===== src/rtl/seg_pkg.sv =====
// Seven-segment pattern constants, digit codes and the pattern-to-digit decode
// shared by the scan receiver and the display encoder.
package seg_pkg;

  typedef logic [3:0] digit_t;

  typedef enum logic [1:0] {
    ST_IDLE   = 2'd0,
    ST_SETTLE = 2'd1,
    ST_HOLD   = 2'd2
  } slot_st_t;

  localparam logic [6:0] SEG_0     = 7'h3F;
  localparam logic [6:0] SEG_1     = 7'h06;
  localparam logic [6:0] SEG_2     = 7'h5B;
  localparam logic [6:0] SEG_3     = 7'h4F;
  localparam logic [6:0] SEG_4     = 7'h66;
  localparam logic [6:0] SEG_5     = 7'h6D;
  localparam logic [6:0] SEG_6     = 7'h7D;
  localparam logic [6:0] SEG_7     = 7'h07;
  localparam logic [6:0] SEG_8     = 7'h7F;
  localparam logic [6:0] SEG_9     = 7'h6F;
  localparam logic [6:0] SEG_BLANK = 7'h00;

  localparam digit_t DIG_BLANK = 4'd11;
  localparam digit_t DIG_BAD   = 4'd15;

  function automatic digit_t seg_decode(input logic [6:0] seg);
    digit_t d;
    case (seg)
      SEG_0:     d = 4'd0;
      SEG_1:     d = 4'd1;
      SEG_2:     d = 4'd2;
      SEG_3:     d = 4'd3;
      SEG_4:     d = 4'd4;
      SEG_5:     d = 4'd5;
      SEG_6:     d = 4'd6;
      SEG_7:     d = 4'd7;
      SEG_8:     d = 4'd8;
      SEG_9:     d = 4'd9;
      SEG_BLANK: d = DIG_BLANK;
      default:   d = DIG_BAD;
    endcase
    return d;
  endfunction

endpackage


===== src/rtl/seg_decode7.sv =====
// Combinational split of a {dp,g,f,e,d,c,b,a} segment pattern into the
// decimal-point bit and a 4-bit digit code.
module seg_decode7
  import seg_pkg::*;
(
  input  logic [7:0] pat,
  output logic       dp,
  output digit_t     code
);

  assign dp   = pat[7];
  assign code = seg_decode(pat[6:0]);

endmodule


===== src/rtl/seg_scan_rx.sv =====
// Multiplexed 4-digit seven-segment receiver: settles each slot, decodes it and
// publishes whole frames. Optional change flag under SEG_SCAN_RX_CHG_DET_EN.
//
// state     | meaning
// ST_IDLE   | enables not one-hot, nothing to sample
// ST_SETTLE | one-hot enable, counting identical samples
// ST_HOLD   | slot captured, waiting for the enable to move
module seg_scan_rx
  import seg_pkg::*;
#(
  parameter int unsigned SETTLE  = 4,
  parameter int unsigned TIMEOUT = 2000000,
  parameter logic        ENA_ACT = 1'b1
) (
  input  logic       clk,
  input  logic       rst,
  input  logic [3:0] ena,
  input  logic [7:0] light,
  output digit_t     d0,
  output digit_t     d1,
  output digit_t     d2,
  output digit_t     d3,
  output logic [3:0] dp,
  output logic       frame_vld,
  output logic       scan_err,
  output logic       bad_seg
`ifdef SEG_SCAN_RX_CHG_DET_EN
  ,
  output logic       chg
`endif
);

  localparam int unsigned TW       = $clog2(TIMEOUT + 1);
  localparam logic [3:0]  SET_LAST = 4'(SETTLE - 1);
  localparam logic [TW-1:0] TMO_MAX = TW'(TIMEOUT);

  logic [3:0]    ena_q, ena_p;
  logic [7:0]    light_q, light_p;
  slot_st_t      state, state_nx;
  logic [3:0]    cnt, cnt_nx;
  logic [3:0]    mask;
  digit_t        sh_code [4];
  logic [3:0]    sh_dp;
  logic [TW-1:0] tmo;

  logic   onehot, ena_chg, same, cap, commit;
  logic   dec_dp;
  digit_t dec_code;

  seg_decode7 u_dec (
    .pat  (light_q),
    .dp   (dec_dp),
    .code (dec_code)
  );

  assign onehot  = (ena_q != 4'd0) && ((ena_q & (ena_q - 4'd1)) == 4'd0);
  assign ena_chg = (ena_q != ena_p);
  assign same    = !ena_chg && (light_q == light_p);
  assign commit  = (mask == 4'hF);

  always_comb begin
    state_nx = state;
    cnt_nx   = cnt;
    cap      = 1'b0;
    case (state)
      ST_IDLE: begin
        cnt_nx = 4'd0;
        if (onehot) state_nx = ST_SETTLE;
      end
      ST_SETTLE: begin
        if (!onehot) begin
          state_nx = ST_IDLE;
          cnt_nx   = 4'd0;
        end else if (same) begin
          cnt_nx = cnt + 4'd1;
        end else begin
          cnt_nx = 4'd0;
        end
      end
      ST_HOLD: begin
        if (ena_chg) begin
          cnt_nx   = 4'd0;
          state_nx = onehot ? ST_SETTLE : ST_IDLE;
        end
      end
      default: begin
        state_nx = ST_IDLE;
        cnt_nx   = 4'd0;
      end
    endcase
    // The sample entering SETTLE counts as the first of SETTLE equal samples.
    if (state_nx == ST_SETTLE && cnt_nx == SET_LAST) begin
      cap      = 1'b1;
      state_nx = ST_HOLD;
      cnt_nx   = 4'd0;
    end
  end

  always_ff @(posedge clk or posedge rst) begin
    if (rst) begin
      ena_q     <= 4'd0;
      ena_p     <= 4'd0;
      light_q   <= 8'd0;
      light_p   <= 8'd0;
      state     <= ST_IDLE;
      cnt       <= 4'd0;
      mask      <= 4'd0;
      sh_dp     <= 4'd0;
      for (int k = 0; k < 4; k++) sh_code[k] <= DIG_BLANK;
      tmo       <= '0;
      d0        <= DIG_BLANK;
      d1        <= DIG_BLANK;
      d2        <= DIG_BLANK;
      d3        <= DIG_BLANK;
      dp        <= 4'd0;
      frame_vld <= 1'b0;
      scan_err  <= 1'b0;
      bad_seg   <= 1'b0;
    end else begin
      ena_q   <= ENA_ACT ? ena : ~ena;
      light_q <= light;
      ena_p   <= ena_q;
      light_p <= light_q;
      state   <= state_nx;
      cnt     <= cnt_nx;

      if (cap) begin
        for (int k = 0; k < 4; k++) begin
          if (ena_q[k]) begin
            sh_code[k] <= dec_code;
            sh_dp[k]   <= dec_dp;
          end
        end
        if (dec_code == DIG_BAD) bad_seg <= 1'b1;
      end

      frame_vld <= 1'b0;
      if (commit) begin
        d0        <= sh_code[0];
        d1        <= sh_code[1];
        d2        <= sh_code[2];
        d3        <= sh_code[3];
        dp        <= sh_dp;
        frame_vld <= 1'b1;
        mask      <= cap ? ena_q : 4'd0;
      end else if (cap) begin
        mask <= mask | ena_q;
      end

      if (cap) tmo <= '0;
      else if (tmo != TMO_MAX) tmo <= tmo + TW'(1);
      scan_err <= !cap && (tmo == TMO_MAX);
    end
  end

`ifdef SEG_SCAN_RX_CHG_DET_EN
  logic have_frame;

  always_ff @(posedge clk or posedge rst) begin
    if (rst) begin
      chg        <= 1'b0;
      have_frame <= 1'b0;
    end else begin
      chg <= 1'b0;
      if (commit) begin
        chg <= !have_frame ||
               ({sh_code[3], sh_code[2], sh_code[1], sh_code[0], sh_dp} != {d3, d2, d1, d0, dp});
        have_frame <= 1'b1;
      end
    end
  end
`endif

endmodule


===== config.mk =====
export PLATFORM = sky130hd
export DESIGN_NAME = seg_scan_rx
export DESIGN_NICKNAME = d
export VERILOG_FILES = /design/src/rtl/seg_pkg.sv /design/src/rtl/seg_decode7.sv /design/src/rtl/seg_scan_rx.sv
export SDC_FILE = /design/constraint.sdc
export NUM_CORES = 1
export LEC_CHECK = 0
export CAP_MARGIN = 20
export CORE_ASPECT_RATIO = 0.6
export CORE_MARGIN = 5
export CORE_UTILIZATION = 62
export DETAILED_ROUTE_END_ITERATION = 10
export PLACE_DENSITY_LB_ADDON = 0.2
export SLEW_MARGIN = 30
export SYNTH_ARGS = -nofsm -noshare
export SYNTH_HDL_FRONTEND = slang
export SYNTH_HIERARCHICAL = 1
export SYNTH_SLANG_ARGS = --single-unit

===== constraint.sdc =====
create_clock -name clk -period 8.45 [get_ports clk]
set_clock_uncertainty 0.2 [all_clocks]
set_input_delay 1.69 -clock clk [delete_from_list [all_inputs] [get_ports clk]]
set_output_delay 1.69 -clock clk [all_outputs]
set_load 0.005 [all_outputs]

# ---- Yosys cells after proc, flatten, opt, wreduce, memory -nomap -nowiden
# Cells that the tools add are included.
dict set report classes {
  eq_ne 20
  addsub 3
  n_reduce_logical 17
  n_mux 19
  bitwise_logic 2
}
# operator n
set ops {}
lappend ops {{equality test 7 bit (second input constant)} 7}
lappend ops {{case mux 4 bit (11 select lines)} 1}
lappend ops {{2-to-1 mux 21 bit} 2}
lappend ops {{2-to-1 mux 4 bit} 7}
lappend ops {{adder 21 x 1 -> 21 bit (second input constant)} 1}
lappend ops {{equality test 21 bit (second input constant)} 1}
lappend ops {{inequality test 21 bit (second input constant)} 1}
lappend ops {{equality test 7 x 3 -> 1 bit (second input constant)} 2}
lappend ops {{AND reduction 2 bit} 5}
lappend ops {{equality test 4 bit (second input constant)} 2}
lappend ops {{equality test 8 bit} 1}
lappend ops {{2-to-1 mux 2 bit} 4}
lappend ops {{case mux 4 bit (2 select lines)} 1}
lappend ops {{equality test 7 x 6 -> 1 bit (second input constant)} 1}
lappend ops {{logical NOT 7 bit} 1}
lappend ops {{case mux 2 bit (3 select lines)} 1}
lappend ops {{adder 4 x 1 -> 4 bit (second input constant)} 1}
lappend ops {{AND 4 bit} 1}
lappend ops {{equality test 2 x 1 -> 1 bit (second input constant)} 2}
lappend ops {{equality test 4 x 2 -> 1 bit (second input constant)} 1}
lappend ops {{logical AND 1 bit} 4}
lappend ops {{logical NOT 4 bit} 1}
lappend ops {{inequality test 4 bit} 1}
lappend ops {{bitwise OR 4 bit} 1}
lappend ops {{other kinds (7)} 11}
dict set report word_totals {
  ff_bits 98
  word_cells 85
  inputBits 14
  out_inout_bits 23
}

# ---- Depth between registers and ports, before layout
dict set report depth {
  word_depth 12
  ltp_mapped 10
  mapped_depth_nobuf 8
}

# ---- Modules after synthesis
# The synthesis kept the hierarchy.
# module cells_each seq_area_each_um2 instances area_per_inst_um2
set by_module_without_submodules {}
lappend by_module_without_submodules {seg_scan_rx 361 2482.4 1 4112.7}
lappend by_module_without_submodules {seg_decode7 43 0.0 1 275.3}

# ---- Worst setup path after synthesis
# Ideal clock, no wire load.
dict set report synth_timing {
  path_kind {register to register}
  start {register ena_q[3]}
  end {register sh_dp[0]}
  stages_incl_launch_ff 8
  arrival_ns 2.325
  required_ns 8.122
  slack_ns 5.797
  setup_ns 0.128
  period_less_slack_ns 2.653
  path_buffers 0
  cell_sequence {dfrtp_1 > nor4b_1 > a211oi_2 > nor4_4 > a21oi_2 > nor4_4 > nand3_2 > mux2_1}
}
dict set report synth_via {
  elab_chain_cells 11
  word_cells_on_any_way 22
  cone_classes {add/sub: 1; eq/ne: 3; mux: 10; bitwise: 1; reduce/logical: 7}
}
# item line
set synth_lines {}
lappend synth_lines {{start, declared} seg_scan_rx.sv:37} ;# logic [3:0] ena_q, ena_p;
lappend synth_lines {{start signal, assigned} seg_scan_rx.sv:120} ;# ena_q <= ENA_ACT ? ena : ~ena;
lappend synth_lines {{subtractor 4 x 1 -> 4 bit} seg_scan_rx.sv:56} ;# assign onehot = (ena_q != 4'd0) && ((ena_q & (ena_q - 4'd1)) == 4'd0);
lappend synth_lines {{AND 4 bit} seg_scan_rx.sv:56}
lappend synth_lines {{logical NOT 4 bit} seg_scan_rx.sv:56}
lappend synth_lines {{logical AND 1 bit} seg_scan_rx.sv:56}
lappend synth_lines {{2-to-1 mux 1 bit} seg_scan_rx.sv:83} ;# state_nx = onehot ? ST_SETTLE : ST_IDLE;
lappend synth_lines {{2-to-1 mux 2 bit} seg_scan_rx.sv:81} ;# if (ena_chg) begin
lappend synth_lines {{case mux 2 bit (3 select lines)} seg_scan_rx.sv:65} ;# case (state)
lappend synth_lines {{equality test 2 x 1 -> 1 bit} seg_scan_rx.sv:92} ;# if (state_nx == ST_SETTLE && cnt_nx == SET_LAST) begin
lappend synth_lines {{logical AND 1 bit *} seg_scan_rx.sv:92}
lappend synth_lines {{2-to-1 mux 1 bit *} seg_scan_rx.sv:92}
lappend synth_lines {{AND reduction 2 bit (no line) *} n/a}
lappend synth_lines {{end signal, assigned by index} seg_scan_rx.sv:131} ;# sh_dp[k] <= dec_dp;
lappend synth_lines {{end, declared} seg_scan_rx.sv:43} ;# logic [3:0] sh_dp;
# Every way passes the cells marked *; elsewhere a longest branch is shown, timed or not.
# A chain may end at the register's enable or synchronous reset.

# ---- Worst setup path in the final report
dict set report layout_timing {
  start {register d0[3]}
  end {output port d0[3]}
}
# item line
set layout_rtl {}
lappend layout_rtl {{start, declared} seg_scan_rx.sv:19} ;# output digit_t d0,
lappend layout_rtl {{start signal, assigned} seg_scan_rx.sv:139} ;# d0 <= sh_code[0];
# No word-level cell between the ends.

==> summary.md <==
| Metric | Value |
|---|---|
| Status | finished, final reports clean |
| Vias in the first global route | 2,981 |
| Pre-CTS setup slack | 4.949 ns |
| TritonRoute pass-1 iters | 4 |
| Cell Area, Synth | between 4000 and 5000 um2 |
| Initial antenna violation count | 0 |
| Layout area overhead | 16.99% |
| Die Y | 75.17 um |
| Worst path max stage delay | 0.54 ns |
| Hold_buf cts | 0 |
| CTS tree | done |
| Max-slew violations | 0 |
| Diodes inserted | 0 |
| Final Worst Setup Slack | just over 5 ns |
| Antenna viol nets, final | 0 |
| Critical path's slowest cell | dfstp_2 |
| Tmin final | 3.270 ns |
| Largest net degree at the start of global routing | 75 |
| Fill count | 436 |
| DR iter-0 viols | between 300 and 400 |
| Final hold vios | 0 |
| IO Count | 37 |
| TritonCTS Buffers | 9 |
| DRC Markers | 0 |
| Number of flops mapped to enable cells by yosys | 0 |
| Critical path cell sequence | clkdlybuf4s50_1 |
| Cell Pwr Density | 193.4 nW/um2 |
| Worst-Margin Slew | 0.8375 ns |
| Starting Density | between 60% and 70% |
| Dominant synthesized flop cell | dfrtp_1 |
| Sequential area share after synthesis | 56.57% |
| Mapped Nets | 425 |
| Clock Pin Slew Worst Setup and Hold Paths | roughly 0.070 ns |
| Synth warn | 6 |
| Synthesis-stage register bit count | 98 |
| Worst Setup SP | d0[3] |
| Critical path type | flop to output port |
| Synth area leaders | dfrtp_1 (42%), dfstp_2 (14%), nand2_1 (7.4%) |
| Cell taking the most area after synthesis | dfrtp_1 |
| Startpoint of the worst hold path | sh_code[8] |
| # rows | 23 |
| Post-CTS Setup Inserts | 0 |
| Met1 usage | 29.95% |
| Routed wire length | slightly below 9000 um |
| Post-DP HPWL | 6015 um |
| Post-Syn Area per Cell | 10.86 um2 |
| Xor and xnor area share after synthesis | between 6 and 7% |
| Setup TNS | 0 ns |
| Synth Area in Compound Gates | 4.420% |
| Unrepaired setup endpoints after global routing | false |
| GPL Wtd Cong | 0.8699 |
| Clock network latency to the later pin of the worst-skew pair | 0.34 ns |
| CP endpoint kind | output port |
| Share of the synthesized area in the top cell type | between 40% and 50% |
| WP depth | 1 |
| Overall Power | slightly below 1 mW |
| Finish-stage setup viols | 0 |
| Core Region | 6763 um2 |
| Total GRT Usage | 21.33% |
| Gr busiest metal | met2 |
| Met3 GRT Util | about 6.2% |
| Post-DP Area | approximately 4800 um2 |
| Post-synthesis mux area share | 5.845% |
| Die Area | 8915 um2 |
| Met2 Use GR | 32.59% |
| Most common cell in the netlist | nand2_1 |
| CP arrival | 1.38 ns |
| Avg WL per Cell | 16.35 um |
| Final nets | 461 |
| Maximum VDD drop | 155.8 uV |
| Largest family of logic cells by synthesized area | simple AND/OR/NAND/NOR gates |
| Reg-to-Reg Start | ena_q[0] |
| CP Max Fanout | 2 |
| Fraction of layout cells with a size suffix above 1 | 17.53% |
| Post-synthesis cell type count | 50 |
| F_max | 305.8 MHz |
| DR vias | 3,043 |
| First-pass GRT wire length | 14,880 um |
| Reg2reg path depth | 7 |
| IO buf count | 36 |
| Crit share post-route | 38.70% |
| Crit path buf inv count | 1 |
| Design area | slightly above 5000 um2 |
| Mapped Cells | 404 |
| Clock sink count | between 90 and 100 |
| Crit start category | flop |
| Critical path required time | 6.56 ns |
| Die Wd | 118.6 um |
| Total overflow reported by the global router | 0 |
| Leak Pwr | 2.319 nW |
| Vias/cell | 5.720 |
| Worst setup path end | d0[3] |
| Asr flop ratio synth | 100.0% |
| Worst R2R End | tmo[1] |
| Post_cts resized | 0 |
| Most frequent cells after synthesis | nand2_1 (86), dfrtp_1 (74), nor2_1 (44) |
| HP Class | flop to flop |
| Largest delay share family, worst path | flip-flops |
| Max H-tree Level | 3 |
| Worst reg2reg setup slack | 5.32 ns |
| Relative slew slack | 43.58% |
| Max_cap viols | 0 |
| Adder-cell share of the synthesized area | 1.996% |
| Root buffer cell | clkbuf_16 |
| Clock buffer depth | 2 |
| Simple logic cell fraction of the synthesized area | a little over a fifth |
==> state kept, by name, summed over array words and instances, names as in the netlist, 8 cells and up <==
name,cells
tmo,21
light_q,8
sh_code,16
light_p,8
==> per-stage QoR <==
step	instances	util (%)	hold slack (ns)
2_1_floorplan	404	-	0.1911
3_3_place_gp	516	70.88	0.2404
3_5_place_dp	516	70.88	0.2456
4_1_cts	532	75.84	0.2539
5_1_grt	532	75.91	0.2681
6_report	532	75.91	0.2489
==> cell type report <==
class,count,area (um2),area share [%]
clock buffer,10,239.0,4.655
clock inverter,6,96.34,1.877
inverter,11,42.54,0.8287
multi-input combinational,282,1785,34.78
sequential,98,2482,48.35
tap,87,108.9,2.120
timing repair buffer,38,379.1,7.385
==> how the worst min path moves through the flow <==
stage	to	slack, ns	depth (start not counted)
after floorplan	light_p[1]	0.19	0
after global placement	d0[3]	0.24	2
after detailed placement	d0[3]	0.25	2
after CTS	d1[0]	0.25	2
after global routing	d2[0]	0.27	2
final	d1[0]	0.25	2
==> per-layer routing <==
| metal | routed length [um] | vias up |
|---|---|---|
| li1 | - | 1441 |
| met1 | 4135 | 1524 |
| met2 | 4051 | 68 |
| met3 | 401 | 10 |
| met4 | 110 | 0 |
| met5 | 0 | - |
==> placed cells by master (no fill, tap or decap), drive strengths merged, types with 10 or more instances in the layout <==
| cell | netlist | routed |
|---|---|---|
| clkbuf | 8 | 10 |
| xnor2 | 21 | 21 |
| nand3 | 13 | 13 |
| xor2 | 14 | 14 |
| nand2 | 86 | 86 |
| nand4 | 12 | 12 |
| nor2 | 44 | 44 |
| mux2 | 21 | 21 |
| clkdlybuf4s50 | 0 | 36 |
| dfstp | 24 | 24 |
| inv | 11 | 12 |
| dfrtp | 74 | 74 |
==> cells by family after synthesis <==
family | count (synthesis)
flip-flops | 98
AO/OA/AOI/OAI | 25
XOR/XNOR | 35
AND/OR/NAND/NOR | 192
multiplexers | 23
adder cells (fa/ha/maj) | 7
buffers and inverters | 24
==> power breakdown <==
group / switching [mW] / internal (mW)
Combinational: 0.0319 / 0.0233
Clock: 0.177 / 0.271
Sequential: 0.0122 / 0.478
Note: power is estimated with default switching activity, not from simulation.
